==> src/rtl/vga_pkg.sv <==
// Shared 640x480@60 Hz timing constants, also imported by the downstream renderer.
package vga_pkg;

  localparam int unsigned PIX_DIV = 4;
  localparam int unsigned H_TOTAL = 800;
  localparam int unsigned V_TOTAL = 525;
  localparam int unsigned H_SYNC  = 96;
  localparam int unsigned V_SYNC  = 2;
  localparam int unsigned HBP     = 144;
  localparam int unsigned HFP     = 784;
  localparam int unsigned VBP     = 35;
  localparam int unsigned VFP     = 515;

  // A non-decimal nibble would render as garbage, so it is shown as 0.
  function automatic logic [3:0] bcd_fix(input logic [3:0] d);
    return (d > 4'd9) ? 4'd0 : d;
  endfunction

endpackage

==> src/rtl/pix_tick_gen.sv <==
// Clock-enable divider: tick is high for one clock out of every DIV clocks.
module pix_tick_gen #(
  parameter int unsigned DIV = 4
) (
  input  logic clk,
  input  logic rst,
  output logic tick
);

  localparam int unsigned W = (DIV > 1) ? $clog2(DIV) : 1;
  localparam logic [W-1:0] LAST = W'(DIV - 1);

  logic [W-1:0] div;

  always_ff @(posedge clk) begin
    if (rst)               div <= '0;
    else if (div == LAST)  div <= '0;
    else                   div <= div + 1'b1;
  end

  assign tick = (div == LAST);

endmodule

==> src/rtl/vga_scan_sync.sv <==
// VGA beam counters, sync decode and per-frame snapshot of the record digits.
module vga_scan_sync
  import vga_pkg::*;
#(
  parameter int unsigned PIX_DIV_P = PIX_DIV,
  parameter int unsigned H_TOTAL_P = H_TOTAL,
  parameter int unsigned V_TOTAL_P = V_TOTAL,
  parameter int unsigned H_SYNC_P  = H_SYNC,
  parameter int unsigned V_SYNC_P  = V_SYNC,
  parameter int unsigned HBP_P     = HBP,
  parameter int unsigned HFP_P     = HFP,
  parameter int unsigned VBP_P     = VBP,
  parameter int unsigned VFP_P     = VFP
) (
  input  logic        clk,
  input  logic        rst,
  input  logic        has_record_in,
  input  logic [27:0] digits_in,
  output logic [9:0]  hc,
  output logic [9:0]  vc,
  output logic        hsync,
  output logic        vsync,
  output logic        video_on,
  output logic        pix_tick,
  output logic        frame_start,
  output logic        has_record,
  output logic [3:0]  led1,
  output logic [3:0]  led2,
  output logic [3:0]  led3,
  output logic [3:0]  led4,
  output logic [3:0]  led5,
  output logic [3:0]  led6,
  output logic [3:0]  led7
);

  logic [9:0] hc_next;
  logic [9:0] vc_next;
  logic       h_end;
  logic       v_end;
  logic       frame_end;

  pix_tick_gen #(.DIV(PIX_DIV_P)) u_tick (
    .clk  (clk),
    .rst  (rst),
    .tick (pix_tick)
  );

  always_comb begin
    h_end     = (hc == 10'(H_TOTAL_P - 1));
    v_end     = (vc == 10'(V_TOTAL_P - 1));
    frame_end = pix_tick && h_end && v_end;
    hc_next   = hc;
    vc_next   = vc;
    if (pix_tick) begin
      if (h_end) begin
        hc_next = '0;
        vc_next = v_end ? 10'd0 : vc + 10'd1;
      end else begin
        hc_next = hc + 10'd1;
      end
    end
  end

  // Sync flags decode the next counter values so they land on the same edge as hc/vc.
  always_ff @(posedge clk) begin
    if (rst) begin
      hc          <= '0;
      vc          <= '0;
      hsync       <= 1'b0;
      vsync       <= 1'b0;
      video_on    <= 1'b0;
      frame_start <= 1'b0;
      has_record  <= 1'b0;
      led1        <= '0;
      led2        <= '0;
      led3        <= '0;
      led4        <= '0;
      led5        <= '0;
      led6        <= '0;
      led7        <= '0;
    end else begin
      hc          <= hc_next;
      vc          <= vc_next;
      hsync       <= !(hc_next < 10'(H_SYNC_P));
      vsync       <= !(vc_next < 10'(V_SYNC_P));
      video_on    <= (hc_next >= 10'(HBP_P)) && (hc_next < 10'(HFP_P)) &&
                     (vc_next >= 10'(VBP_P)) && (vc_next < 10'(VFP_P));
      frame_start <= frame_end;
      if (frame_end) begin
        has_record <= has_record_in;
        led1       <= bcd_fix(digits_in[3:0]);
        led2       <= bcd_fix(digits_in[7:4]);
        led3       <= bcd_fix(digits_in[11:8]);
        led4       <= bcd_fix(digits_in[15:12]);
        led5       <= bcd_fix(digits_in[19:16]);
        led6       <= bcd_fix(digits_in[23:20]);
        led7       <= bcd_fix(digits_in[27:24]);
      end
    end
  end

endmodule

==> config.mk <==
export PLATFORM = sky130hd
export DESIGN_NAME = vga_scan_sync
export DESIGN_NICKNAME = d
export VERILOG_FILES = /design/src/rtl/vga_pkg.sv /design/src/rtl/pix_tick_gen.sv /design/src/rtl/vga_scan_sync.sv
export SDC_FILE = /design/constraint.sdc
export NUM_CORES = 1
export LEC_CHECK = 0
export BUFFER_PORTS_ARGS = -buffer_cell sky130_fd_sc_hd__buf_2
export CAP_MARGIN = 20
export CORE_MARGIN = 2
export CORE_UTILIZATION = 45
export CTS_CLUSTER_DIAMETER = 100
export DETAILED_ROUTE_END_ITERATION = 8
export GPL_ROUTABILITY_DRIVEN = 1
export PLACE_DENSITY = 0.76
export SYNTH_ARGS = -nofsm -noshare
export SYNTH_HDL_FRONTEND = slang
export SYNTH_SLANG_ARGS = --single-unit
==> constraint.sdc <==
create_clock -name clk -period 3.7 [get_ports clk]
set_clock_uncertainty 0.1 [all_clocks]
set_input_delay 0.74 -clock clk [delete_from_list [all_inputs] [get_ports clk]]
set_output_delay 0.74 -clock clk [all_outputs]
set_load 0.02 [all_outputs]
==> out/results.ini <==
[synthesis]
synth-edff-count=0
synth_cells=329
synth_top_cell_area_share_pct=40.7
yosys-top-cells-count=dfxtp_1, nand2_1, a21oi_1, nor2_1, nand3_1
ys_ff_latch=55
ys_seq_area_share_pct=40.7
synth_area_leaders=dfxtp_1, a21oi_1, nand2_1, nor2_1, nand3b_1
yosys_warnings=0
synth_cell_types=51
async_flop_share_pct=0
syn-cell-area_um2=2710
yosysTopAreaCell=dfxtp_1
syn_nets=364
synth-main-ff-cell=dfxtp_1
avgSynthCellArea_um2=8.22
yosysMostFrequentCell=dfxtp_1

[routing]
dr.first_iter.drc_count=116
ant_nets=0
vias=2509
routed_via_density=5.25
wl_mm=6.09
drc=0
drtPass1Iterations=4
avgRoutedWirePerCell_um=12.7

[power]
powerDensity_nw_per_um2=304
power_mw=0.977
ir_worst_vdd_uv=178
leakagePower_nw=1.32

[setup_path]
reg2reg_depth=6
arrival_ns=2.94
startpoint_type=flop
crit_type=reg -> reg
worstPathRequired_ns=3.83
crit_fanout=10
critPathCaptureType=flop

[die]
ioPinCount=85
core_area_um2=5850
fp.dieArea_um2=6650
row_count=28
die_x_um=81.5
die_h_um=81.5
start_util_pct=46.2

[placement]
portBuffers=84
dp_cells=470
place_ws_ns=0.934
gp_congestion=0.878
hpwl_mm=4.39

[global_routing]
grt.total_usage_pct=18.9
antenna_found_initial=0
grt_pass1_wl_mm=9.99
grt_pass1_vias=2267
grt_overflow=0
grt_max_degree=34

[finish]
instances_no_fill=478
multi_input_area_um2=1460
regArea_um2=1100
area_growth_pct=18.9
antenna_cells=0
fill_cells=547
fin_nets=437
drive_above_1_share_pct=28.3

[cts]
ctsResizeCount=0
clk_pin_slew_ns=0.10
holdBufCountCts=0
cts_setup_buffers=0
clk_latency_ns=0.30
h-tree-depth=2
cts_tree=yes
numCtsBuffers=5
cts.sinks=55
cts_root_buf=clkbuf_8
max-clock-path-buffers=2

[sta]
timing.hold.ws_ns=0.354
finalHoldViolations=0
layout_setup_ws_ns=0.898
slew_viol_final=0
worst_pin_slew_ns=0.665
fin_tns_setup_ns=0
fin_crit_ns=2.80
rsz0062_at_grt=false
finalCritPeriodShare_pct=75.7
setup_violations=0
maxSlewHeadroom_pct=55.3
maxClockFrequency_ghz=0.357

[min_path]
min-delay-path-class=reg -> reg
whs_path_depth=1

[run]
cap_viol_max_count=0

[outcome]
status=finished, final reports clean

==> logic make-up (layout without fill, tap and decap cells) <==
group	Yosys count	count (layout)	synth area share (%)
simple gates	155	155	30.0
compound gates	66	66	14.3
flops	55	55	40.7
buf+inv	26	100	5.37
xor+xnor	16	16	5.18
mux	7	7	2.59
fa+ha+maj	4	4	1.85
==> cells in the final DEF, fill, tap and decap left out, types with 4 or more instances in the layout <==
| master | n |
|---|---|
| ha_1 | 4 |
| xor2_1 | 11 |
| a22oi_1 | 4 |
| o21ai_0 | 11 |
| nor3_1 | 10 |
| and2_1 | 4 |
| nand3_1 | 21 |
| inv_1 | 4 |
| dfxtp_1 | 55 |
| buf_2 | 84 |
| a21oi_1 | 36 |
| mux2i_1 | 7 |
| nand3b_1 | 15 |
| nor2_1 | 31 |
| nand2_1 | 45 |
| xnor2_1 | 5 |
| clkbuf_8 | 5 |
==> sequential cells by signal, summed over array words and instances (netlist names), 2 cells and up <==
name	count
led1	4
u_tick.div	2
led7	4
led6	4
led2	4
led5	4
hc	10
led3	4
led4	4
vc	10
==> final timing paths <==
path	startpoint	end	slack (ns)
worst min register to register	u_tick.div[0]$_SDFF_PP0_	u_tick.div[0]$_SDFF_PP0_	0.35
worst min-delay path	u_tick.div[0]$_SDFF_PP0_	u_tick.div[0]$_SDFF_PP0_	0.35
worst max register to register	hc[5]$_SDFF_PP0_	video_on$_SDFF_PP0_	0.90
worst max-delay path	hc[5]$_SDFF_PP0_	video_on$_SDFF_PP0_	0.90
==> final cells by class <==
cell class	instances	share of cell area, %
repair buffers	88	14.4
inverters	4	0.467
clock buffers	5	2.14
well taps	75	2.92
clock inverters	3	0.467
flip-flops and latches	55	34.2
multi-input cells	248	45.4
==> per-layer routing <==
metal	routed length [um]	share of wire (%)	global-route usage [%]	vias up
met5	0	0	0	-
met4	58	0.95	5.25	0
met3	428	7.0	5.71	6
met2	2720	45	30.2	75
met1	2890	47	24.7	1129
li1	-	-	-	1299
==> stage by stage <==
stage               utilization, %  area (um^2)
CTS                           55.0         3220
global placement              53.5         3130
global route                  55.0         3220
floorplan                        -         2710
detailed placement            53.5         3130
finish                        55.0         3220
==> where the power goes <==
part	switching (mW)	internal (mW)	total (mW)
sequential	0.00225	0.595	0.597
combinational	0.0301	0.0234	0.0536
clock	0.196	0.130	0.326
==> critical path: stages (launching register included) <==
cell,delay [ns]
dfxtp_1,0.41
or3_2,0.53
nor4_1,0.58
and2_2,0.30
a31oi_1,0.14
or4_4,0.50
a211oi_2,0.18
Power figures use the tool's default switching activity.
